`src/rtl/fnd_multi_channel_display.sv`:
```
// Multi-channel FND driver: picks one of NUM_CH register channels (one-hot or auto-rotate),
// captures it once per scan frame, renders hex or blanked decimal and scans common-anode digits.
module fnd_multi_channel_display #(
  parameter int NUM_CH     = 8,
  parameter int DATA_W     = 8,
  parameter int NUM_DIGITS = 4,
  parameter int SCAN_DIV   = 100000,
  parameter int AUTO_DIV   = 100000000,
  localparam int CH_W      = (NUM_CH > 1) ? $clog2(NUM_CH) : 1
) (
  input  logic                       clk,
  input  logic                       reset,
  input  logic [NUM_CH*DATA_W-1:0]   ch_data,
  input  logic [NUM_CH-1:0]          sel,
  input  logic                       auto_en,
  input  logic                       hex_mode,
  output logic [7:0]                 fndFont,
  output logic [NUM_DIGITS-1:0]      fndCom,
  output logic [CH_W-1:0]            cur_ch,
  output logic                       sel_err
);

  localparam int SCAN_W = (SCAN_DIV > 1) ? $clog2(SCAN_DIV) : 1;
  localparam int AUTO_W = (AUTO_DIV > 1) ? $clog2(AUTO_DIV) : 1;
  localparam int DIG_W  = (NUM_DIGITS > 1) ? $clog2(NUM_DIGITS) : 1;
  localparam int BCD_D  = (DATA_W * 301) / 1000 + 1;
  localparam int BCD_W  = BCD_D * 4;
  localparam int PAD_D  = (BCD_D > NUM_DIGITS) ? BCD_D : NUM_DIGITS;
  localparam int HEX_W  = (DATA_W > NUM_DIGITS * 4) ? DATA_W : NUM_DIGITS * 4;
  localparam int CNT_W  = $clog2(DATA_W + 1);

  typedef enum logic [1:0] {ST_IDLE = 2'd0, ST_SHIFT = 2'd1, ST_DONE = 2'd2} conv_state_e;

  function automatic logic [7:0] seg7(input logic [3:0] v);
    logic [7:0] s;
    case (v)
      4'h0: s = 8'hC0;  4'h1: s = 8'hF9;  4'h2: s = 8'hA4;  4'h3: s = 8'hB0;
      4'h4: s = 8'h99;  4'h5: s = 8'h92;  4'h6: s = 8'h82;  4'h7: s = 8'hF8;
      4'h8: s = 8'h80;  4'h9: s = 8'h90;  4'hA: s = 8'h88;  4'hB: s = 8'h83;
      4'hC: s = 8'hC6;  4'hD: s = 8'hA1;  4'hE: s = 8'h86;  4'hF: s = 8'h8E;
      default: s = 8'hFF;
    endcase
    return s;
  endfunction

  function automatic logic [BCD_W-1:0] dd_adjust(input logic [BCD_W-1:0] v);
    logic [BCD_W-1:0] r;
    r = v;
    for (int i = 0; i < BCD_D; i++) begin
      r[i*4 +: 4] = (v[i*4 +: 4] >= 4'd5) ? v[i*4 +: 4] + 4'd3 : v[i*4 +: 4];
    end
    return r;
  endfunction

  logic [SCAN_W-1:0]         scan_cnt_r;
  logic [DIG_W-1:0]          dig_idx_r;
  logic                      frame_tick_r;
  logic [AUTO_W-1:0]         auto_cnt_r;
  logic [CH_W-1:0]           ch_idx_r;
  logic                      sel_err_r;
  logic [CH_W-1:0]           cur_ch_r;
  logic [DATA_W-1:0]         cap_val_r;
  logic                      hex_load_r;
  conv_state_e               state_r, state_nxt_s;
  logic [BCD_W-1:0]          bcd_r;
  logic [DATA_W-1:0]         bin_r;
  logic [CNT_W-1:0]          bit_cnt_r;
  logic [NUM_DIGITS*8-1:0]   disp_r;
  logic [7:0]                font_r;
  logic [NUM_DIGITS-1:0]     com_r;

  logic                      scan_tc_s;
  logic                      onehot_s;
  logic [CH_W-1:0]           sel_idx_s;
  logic [DATA_W-1:0]         cap_next_s;
  logic                      conv_start_s;
  logic                      conv_load_s;
  logic [BCD_W-1:0]          bcd_adj_s;
  logic [HEX_W-1:0]          hex_pad_s;
  logic [PAD_D*4-1:0]        bcd_pad_s;
  logic [NUM_DIGITS*8-1:0]   hex_seg_s;
  logic [NUM_DIGITS*8-1:0]   dec_seg_s;
  logic                      ovf_s;
  logic                      shown_s;

  assign scan_tc_s    = (scan_cnt_r == SCAN_W'(SCAN_DIV - 1));
  assign cap_next_s   = sel_err_r ? {DATA_W{1'b0}} : ch_data[ch_idx_r*DATA_W +: DATA_W];
  assign conv_start_s = (state_r == ST_IDLE) && frame_tick_r && !hex_mode;
  assign bcd_adj_s    = dd_adjust(bcd_r);

  // Manual select decode: one-hot check and bit position
  always_comb begin
    onehot_s  = (sel != {NUM_CH{1'b0}}) && ((sel & (sel - NUM_CH'(1))) == {NUM_CH{1'b0}});
    sel_idx_s = {CH_W{1'b0}};
    for (int k = 0; k < NUM_CH; k++) begin
      sel_idx_s = sel[k] ? CH_W'(k) : sel_idx_s;
    end
  end

  // Digit scan counters and frame pulse
  always_ff @(posedge clk or negedge reset) begin
    if (!reset) begin
      scan_cnt_r   <= {SCAN_W{1'b0}};
      dig_idx_r    <= {DIG_W{1'b0}};
      frame_tick_r <= 1'b0;
    end else begin
      frame_tick_r <= 1'b0;
      if (scan_tc_s) begin
        scan_cnt_r <= {SCAN_W{1'b0}};
        if (dig_idx_r == DIG_W'(NUM_DIGITS - 1)) begin
          dig_idx_r    <= {DIG_W{1'b0}};
          frame_tick_r <= 1'b1;
        end else begin
          dig_idx_r <= dig_idx_r + DIG_W'(1);
        end
      end else begin
        scan_cnt_r <= scan_cnt_r + SCAN_W'(1);
      end
    end
  end

  // Channel selection (manual or auto-rotate) and per-frame capture
  always_ff @(posedge clk or negedge reset) begin
    if (!reset) begin
      auto_cnt_r <= {AUTO_W{1'b0}};
      ch_idx_r   <= {CH_W{1'b0}};
      sel_err_r  <= 1'b0;
      cur_ch_r   <= {CH_W{1'b0}};
      cap_val_r  <= {DATA_W{1'b0}};
      hex_load_r <= 1'b0;
    end else begin
      sel_err_r  <= !auto_en && !onehot_s;
      hex_load_r <= frame_tick_r && hex_mode;
      if (auto_en) begin
        if (auto_cnt_r == AUTO_W'(AUTO_DIV - 1)) begin
          auto_cnt_r <= {AUTO_W{1'b0}};
          ch_idx_r   <= (ch_idx_r == CH_W'(NUM_CH - 1)) ? {CH_W{1'b0}} : ch_idx_r + CH_W'(1);
        end else begin
          auto_cnt_r <= auto_cnt_r + AUTO_W'(1);
        end
      end else begin
        auto_cnt_r <= {AUTO_W{1'b0}};
        if (onehot_s) ch_idx_r <= sel_idx_s;
      end
      if (frame_tick_r) begin
        cap_val_r <= cap_next_s;
        cur_ch_r  <= ch_idx_r;
      end
    end
  end

  // Converter state register
  always_ff @(posedge clk or negedge reset) begin
    if (!reset) state_r <= ST_IDLE;
    else        state_r <= state_nxt_s;
  end

  // Converter next-state logic
  always_comb begin
    state_nxt_s = state_r;
    conv_load_s = 1'b0;
    case (state_r)
      ST_IDLE:  state_nxt_s = conv_start_s ? ST_SHIFT : ST_IDLE;
      ST_SHIFT: state_nxt_s = (bit_cnt_r == CNT_W'(DATA_W - 1)) ? ST_DONE : ST_SHIFT;
      ST_DONE: begin
        state_nxt_s = ST_IDLE;
        conv_load_s = 1'b1;
      end
      default:  state_nxt_s = ST_IDLE;
    endcase
  end

  // Double-dabble datapath: one add-3-then-shift step per SHIFT cycle
  always_ff @(posedge clk or negedge reset) begin
    if (!reset) begin
      bcd_r     <= {BCD_W{1'b0}};
      bin_r     <= {DATA_W{1'b0}};
      bit_cnt_r <= {CNT_W{1'b0}};
    end else if (conv_start_s) begin
      bcd_r     <= {BCD_W{1'b0}};
      bin_r     <= cap_next_s;
      bit_cnt_r <= {CNT_W{1'b0}};
    end else if (state_r == ST_SHIFT) begin
      {bcd_r, bin_r} <= {bcd_adj_s[BCD_W-2:0], bin_r, 1'b0};
      bit_cnt_r      <= bit_cnt_r + CNT_W'(1);
    end
  end

  // Segment rendering for both modes; decimal blanks leading zeros and dashes on overflow
  always_comb begin
    logic [3:0] dig_v;
    hex_pad_s = {HEX_W{1'b0}};
    hex_pad_s[DATA_W-1:0] = cap_val_r;
    bcd_pad_s = {(PAD_D*4){1'b0}};
    bcd_pad_s[BCD_W-1:0] = bcd_r;
    hex_seg_s = {NUM_DIGITS{8'hFF}};
    dec_seg_s = {NUM_DIGITS{8'hFF}};
    ovf_s     = 1'b0;
    shown_s   = 1'b0;
    dig_v     = 4'd0;
    for (int i = NUM_DIGITS; i < PAD_D; i++) begin
      ovf_s = ovf_s | (bcd_pad_s[i*4 +: 4] != 4'd0);
    end
    for (int i = NUM_DIGITS - 1; i >= 0; i--) begin
      dig_v   = bcd_pad_s[i*4 +: 4];
      shown_s = shown_s | (dig_v != 4'd0) | (i == 0);
      dec_seg_s[i*8 +: 8] = ovf_s ? 8'hBF : (shown_s ? seg7(dig_v) : 8'hFF);
      hex_seg_s[i*8 +: 8] = seg7(hex_pad_s[i*4 +: 4]);
    end
  end

  // Display register and registered pin drivers
  always_ff @(posedge clk or negedge reset) begin
    if (!reset) begin
      disp_r <= {NUM_DIGITS{8'hFF}};
      font_r <= 8'hFF;
      com_r  <= {NUM_DIGITS{1'b1}};
    end else begin
      if (hex_load_r)       disp_r <= hex_seg_s;
      else if (conv_load_s) disp_r <= dec_seg_s;
      com_r  <= ~(NUM_DIGITS'(1) << dig_idx_r);
      font_r <= {~(auto_en && (dig_idx_r == DIG_W'(NUM_DIGITS - 1))), disp_r[dig_idx_r*8 +: 7]};
    end
  end

  assign fndFont = font_r;
  assign fndCom  = com_r;
  assign cur_ch  = cur_ch_r;
  assign sel_err = sel_err_r;

endmodule

```
`config.mk`:
```
export PLATFORM = sky130hd
export DESIGN_NAME = fnd_multi_channel_display
export DESIGN_NICKNAME = d
export VERILOG_FILES = /design/src/rtl/fnd_multi_channel_display.sv
export SDC_FILE = /design/constraint.sdc
export NUM_CORES = 1
export LEC_CHECK = 0
export BUFFER_PORTS_ARGS = -buffer_cell sky130_fd_sc_hd__buf_2
export CAP_MARGIN = 20
export CORE_MARGIN = 2
export CORE_UTILIZATION = 55
export CTS_BUF_LIST = sky130_fd_sc_hd__clkbuf_4
export CTS_CLUSTER_DIAMETER = 30
export DETAILED_ROUTE_END_ITERATION = 10
export PLACE_DENSITY = 0.72
export RECOVER_POWER = 25
export SETUP_SLACK_MARGIN = 0.02
export SYNTH_ARGS = -nofsm -noshare
export SYNTH_HDL_FRONTEND = slang
export SYNTH_SLANG_ARGS = --single-unit
```
`constraint.sdc`:
```
create_clock -name clk -period 6.7 [get_ports clk]
set_input_delay 1.34 -clock clk [delete_from_list [all_inputs] [get_ports clk]]
set_output_delay 1.34 -clock clk [all_outputs]
set_load 0.005 [all_outputs]
```
# Word level (Yosys, flattened, before mapping)
# Memory sizes are Yosys's and may differ from the RTL's.
# Index checks and enable logic that the tools add are counted.
# W data, S select, Z words.
word_totals:
  out_inout_bits: 16
  rom_bits: 560
  register_bits: 133
  memories: 5
mem_list:
  columns: ["name", "depth", "width", "read_ports", "rd_clocked_by_memory_dff", "write_ports", "line", "text"]
  rows:
  - ["(no name shown)", 16, 7, 1, 0, 0, "36", "case (v)"]
  - ["(no name shown)", 16, 7, 1, 0, 0, "36", null]
  - ["(no name shown)", 16, 7, 1, 0, 0, "36", null]
  - ["(no name shown)", 16, 7, 1, 0, 0, "36", null]
  - ["(no name shown)", 16, 7, 1, 0, 0, "36", null]
classes:
  n_eq_ne: 8
  shifts: 3
  reduce_logical: 18
  magnitude_cmp: 3
  n_bitwise: 4
  n_mux: 35
  n_addsub: 9
op_table:
  columns: ["operator", "count"]
  rows:
  - ["$mux W32", 2]
  - ["$shiftx A64 B7 Y8", 1]
  - ["$mux W27", 2]
  - ["$mux W8", 5]
  - ["$shiftx A32 B6 Y7", 1]
  - ["$add A27 B1 Y27 const B", 1]
  - ["$eq A27 B27 Y1 const B", 1]
  - ["$mux W3", 9]
  - ["$mux W12", 2]
  - ["$add A17 B1 Y17 const B", 1]
  - ["$eq A17 B17 Y1 const B", 1]
  - ["$mux W17", 1]
  - ["$mux W4", 4]
  - ["$ge A4 B3 Y1 const B", 3]
  - ["$add A4 B2 Y4 const B", 2]
  - ["$and A8 B8 Y8", 1]
  - ["$logic_not A8 Y1", 1]
  - ["$mux W2", 4]
  - ["$reduce_bool A4 Y1", 2]
  - ["$reduce_bool A8 Y1", 1]
  - ["$sub A8 B1 Y8 const B", 1]
  - ["$logic_and A1 B1 Y1", 6]
  - ["$reduce_bool A2 Y1", 3]
  - ["$mux W1", 5]
  - ["other kinds (17)", 20]

# Longest topological paths before layout
logic_depth:
  depth_word: 9
  ltp_mapped: 8
  depth_no_buf: 7

# Worst setup path after synthesis
# Ideal clock, no wire load.
synth_timing:
  path_kind: "input -> register"
  from: "input port sel[4]"
  to: "register ch_idx_r[1]"
  arrival_ns: 2.846
  required_time_ns: 6.554
  setup_slack_ns: 3.708
  setup_time_ns: 0.146
  path_buffers: 0
  path_stages: 5
  cell_sequence: "nor4_1 nand4b_1 and4_1 a2111oi_0 a211oi_1"
synth_between:
  elab_chain_cells: 6
  elab_cells_between_ends: 13
synth_rtl:
  columns: ["element", "line", "text"]
  rows:
  - ["from (decl)", "14", "input logic [NUM_CH-1:0] sel,"]
  - ["$sub A8 B1 Y8 or $mux W3 (tied branches)", "93, 96", null]
  - ["$and A8 B8 Y8 or $mux W3 (tied branches)", "93, 96", null]
  - ["$logic_not A8 Y1 or $mux W3 (tied branches)", "93, 96", null]
  - ["$logic_and A1 B1 Y1 or $mux W3 (tied branches)", "93, 96", null]
  - ["$reduce_bool A2 Y1 (no line) or $mux W3 (tied branches)", null, null]
  - ["$reduce_and A2 Y1 (no line) or $mux W3 (tied branches)", null, null]
  - ["to (signal assigned)", "126", "ch_idx_r <= {CH_W{1'b0}};"]
  - ["to (signal assigned)", "137", "ch_idx_r <= (ch_idx_r == CH_W'(NUM_CH - 1)) ? {CH_W{1'b0}} : ch_idx_r + CH_W'(1);"]
  - ["to (signal assigned)", "143", "if (onehot_s) ch_idx_r <= sel_idx_s;"]
  - ["to (decl)", "59", "logic [CH_W-1:0] ch_idx_r;"]
# Parallel ways exist; a longest one is shown, timed or not. The select of a mux whose other input is x is not followed.
# A chain may end at the register's enable or synchronous reset.

==> impl_metrics.json <==
{
  "critical_path.startpoint": "reset",
  "worst_slack_ns": 2.82,
  "die-width_um": 121,
  "arrival_ns": 4.47,
  "synth.cell_area_mm2": 0.00752,
  "syn_avg_cell_area_um2": 9.79,
  "synthesis.yosys.warnings": 0,
  "wl_mm": 16.6,
  "nets_final": 949,
  "ctsLongestPathBuffers": 2,
  "detailedRoute.firstIterationViolations": 510,
  "ys_seq_elements": 123,
  "synthCells": 769,
  "via_per_inst": 5.82,
  "power.share.switching_pct": 28.2,
  "drt-wirelength-per-cell_um": 16.2,
  "vias": 5964,
  "postLayoutCellArea_mm2": 0.00831,
  "drc_errors": 0,
  "crit_reg_reg_endpoint": "auto_cnt_r[4]",
  "floorplan.die_area_mm2": 0.0146,
  "critPathTopFamily": "buffers and inverters",
  "synth_seq_area_share_pct": 41.5,
  "syn_to_final_growth_pct": 10.5,
  "post_cts_resized": 0,
  "cts-root-buf": "sky130_fd_sc_hd__clkbuf_4",
  "grt_antenna_before_repair": 1,
  "period_share_pct": 57.9,
  "layout_min_cycle_time_ns": 3.88,
  "synth_top_area_cell": "sky130_fd_sc_hd__dfrtp_1",
  "worstHoldPathType": "flop to flop",
  "detailedRoute.firstPassIterationCount": 5,
  "power-per-cell-area_mw_per_mm2": 171,
  "globalRouteTotalUtil_pct": 24.4,
  "power.total_mw": 1.42,
  "cts_made_buffers": 17,
  "num_rows": 42,
  "power_leakage_nw": 3.61,
  "fill_cells": 1089,
  "numClockSinks": 123,
  "asr_flop_ratio_synth_pct": 100,
  "cp.depth": 2,
  "detailedPlacementHpwl_mm": 11.9,
  "rr_worst_depth": 6,
  "grt_first_pass_wirelength_mm": 28.3,
  "timing.critical_path.required_ns": 7.30,
  "place_worst_setup_slack_ns": 3.28,
  "die-height_um": 121,
  "cellInternalPower_mw": 1.02,
  "run_status": "finished, violations left",
  "first_global_vias": 5903,
  "port-buffer-count": 91,
  "crit_path_cell_trace": "clkbuf_1 > buf_4",
  "placedInstanceArea_mm2": 0.00802,
  "critical_path_buf_inv_count": 2,
  "grt_start_max_net_pins": 67,
  "insertion_delay_ns": 0.57,
  "final-hold-violation-count": 0,
  "violations_in_the_final_reports": "capacitance limit, slew limit",
  "setup.worst_path.class": "primary input to async pin",
  "p_switching_mw": 0.401,
  "comb_power_share_pct": 10.0,
  "ant_nets": 0,
  "cts_hold_buffers": 0,
  "final_layout_size_suffix_gt1_share_pct": 24.0,
  "distinct_cells_synth": 59,
  "p_clk_share_pct": 35.7,
  "cts_tree": "done",
  "worstSetupEndpoint": "state_r[1]",
  "max_slew_margin_pct": -105,
  "drv_cap": 1,
  "worst_clock_skew_ns": 0.0213,
  "worstMarginPinSlew_ns": 3.07,
  "most_frequent_cells_in_the_layout": "sky130_fd_sc_hd__dfrtp_1 (89), sky130_fd_sc_hd__buf_2 (89), sky130_fd_sc_hd__nor2_1 (83)",
  "post_cts.repair.setup_buffers": 0,
  "regToRegSetupSlack_ns": 3.93,
  "timing_max_transition_violations_final": 59,
  "ioPinCount": 92,
  "number_of_flops_mapped_to_enable_cells_by_yosys": 0,
  "slowest_stage_cell_on_the_critical_path": "sky130_fd_sc_hd__clkbuf_1",
  "grt_overflow_total": 0,
  "finalWeightedCongestion": 0.830,
  "timing.fmax_ghz": 0.258,
  "synth_top_cells_by_area": "sky130_fd_sc_hd__dfrtp_1 (30%), sky130_fd_sc_hd__dfstp_2 (12%), sky130_fd_sc_hd__mux4_2 (7.5%)",
  "synth_top_area_share_pct": 29.6,
  "timing.setup.tns_ns": 0,
  "cts.reportedPaths.clkPinSlew_ns": 0.10,
  "rsz0062_at_grt": "false",
  "synthesis.nets": 884,
  "primary_ff_master_synth": "sky130_fd_sc_hd__dfrtp_1",
  "seqPwrFrac_pct": 54.2,
  "finalSetupViolCount": 0,
  "cts-htree-levels": 4,
  "max-vdd-ir-drop_mv": 0.0836,
  "starting_density_pct": 56.6,
  "worstReg2RegStart": "auto_cnt_r[0]",
  "design.core.area_mm2": 0.0133,
  "crit_path_max_fanout": 66,
  "critical_path.max_stage_delay_ns": 2.13,
  "worst_setup_path_start_kind": "primary input",
  "timing.critical_path.to_type": "async pin"
}
-- cells by family (layout without fill, tap and decap cells) --
family / after synthesis / after routing / synth area share [%]
adders and majority gates: 39 / 39 / 6.48
and+or+nand+nor: 286 / 286 / 18.9
AOI/OAI and AO/OA: 138 / 138 / 11.4
xor gates and xnor gates: 44 / 44 / 5.12
muxes: 60 / 60 / 12.3
DFF: 123 / 123 / 41.5
other: 0 / 1 / 0
buffers and inverters: 79 / 157 / 4.32
-- through the flow --
stage	utilization, %	std cells	hold slack (ns)
2_1_floorplan	-	769	0.444
5_1_grt	62.5	1024	0.513
4_1_cts	62.3	1022	0.488
3_5_place_dp	60.3	990	0.466
3_3_place_gp	60.3	990	0.459
6_report	62.5	1024	0.487
-- final cells by class --
cell class	count	area, um^2	share of cell area [%]
Multi-Input combinational cell	567	4090	49.1
Tap cell	176	220	2.65
Clock buffer	17	128	1.54
Antenna cell	1	2.50	0.0301
Clock inverter	15	138	1.66
Inverter	29	109	1.31
Sequential cell	123	3120	37.5
Timing Repair Buffer	96	510	6.14
-- worst min-delay path by stage --
| stage | from | endpoint | slack, ns | cells past startpoint |
|---|---|---|---|---|
| 2_1_floorplan | auto_cnt_r[0] | auto_cnt_r[0] | 0.44 | 1 |
| 3_3_place_gp | bit_cnt_r[3] | state_r[1] | 0.46 | 1 |
| 3_5_place_dp | bit_cnt_r[3] | state_r[1] | 0.47 | 1 |
| 4_1_cts | bit_cnt_r[3] | state_r[1] | 0.49 | 1 |
| 5_1_grt | disp_r[16] | disp_r[16] | 0.51 | 2 |
| 6_report | bit_cnt_r[3] | state_r[1] | 0.49 | 1 |
-- cell usage after synthesis (all sizes together), types with 7 or more instances --
| master | count |
|---|---|
| a21oi | 24 |
| xnor2 | 28 |
| nor4 | 9 |
| and4 | 7 |
| nor2 | 83 |
| mux4 | 25 |
| ha | 39 |
| mux2 | 12 |
| dfstp | 34 |
| nand2b | 21 |
| nand4 | 9 |
| nor2b | 9 |
| nor3 | 21 |
| nand2 | 75 |
| nand3 | 23 |
| clkbuf | 39 |
| a211oi | 10 |
| inv | 29 |
| a22oi | 7 |
| buf | 11 |
| xor2 | 16 |
| o21ai | 52 |
| mux2i | 23 |
| o211ai | 13 |
| dfrtp | 89 |
-- sequential cells by signal, indices dropped and copies added, names as in the netlist, 2 cells and up --
| signal | cells |
|---|---|
| fndCom | 4 |
| auto_cnt_r | 27 |
| cap_val_r | 8 |
| bcd_r | 12 |
| dig_idx_r | 2 |
| ch_idx_r | 3 |
| cur_ch | 3 |
| scan_cnt_r | 17 |
| bit_cnt_r | 4 |
| bin_r | 8 |
| state_r | 2 |
| disp_r | 22 |
| fndFont | 8 |
-- per-layer routing --
metal | GRT usage, % | wire, um | vias to the layer above | part of all wire (%)
met5 | 0 | 0 | - | 0
met4 | 8.94 | 297 | 0 | 1.8
met3 | 5.40 | 930 | 28 | 5.6
met2 | 39.4 | 7910 | 189 | 48
met1 | 32.5 | 7450 | 2889 | 45
li1 | - | - | 2858 | -
-- power by group through the flow --
stage	logic [mW]	clock network, mW	registers (mW)
global route	0.158	0.553	0.773
floorplan	0.100	0	0.765
detailed placement	0.130	0	0.790
finish	0.143	0.508	0.770
global placement	0.125	0	0.789
CTS	0.130	0.520	0.777
Power figures use the tool's default switching activity.
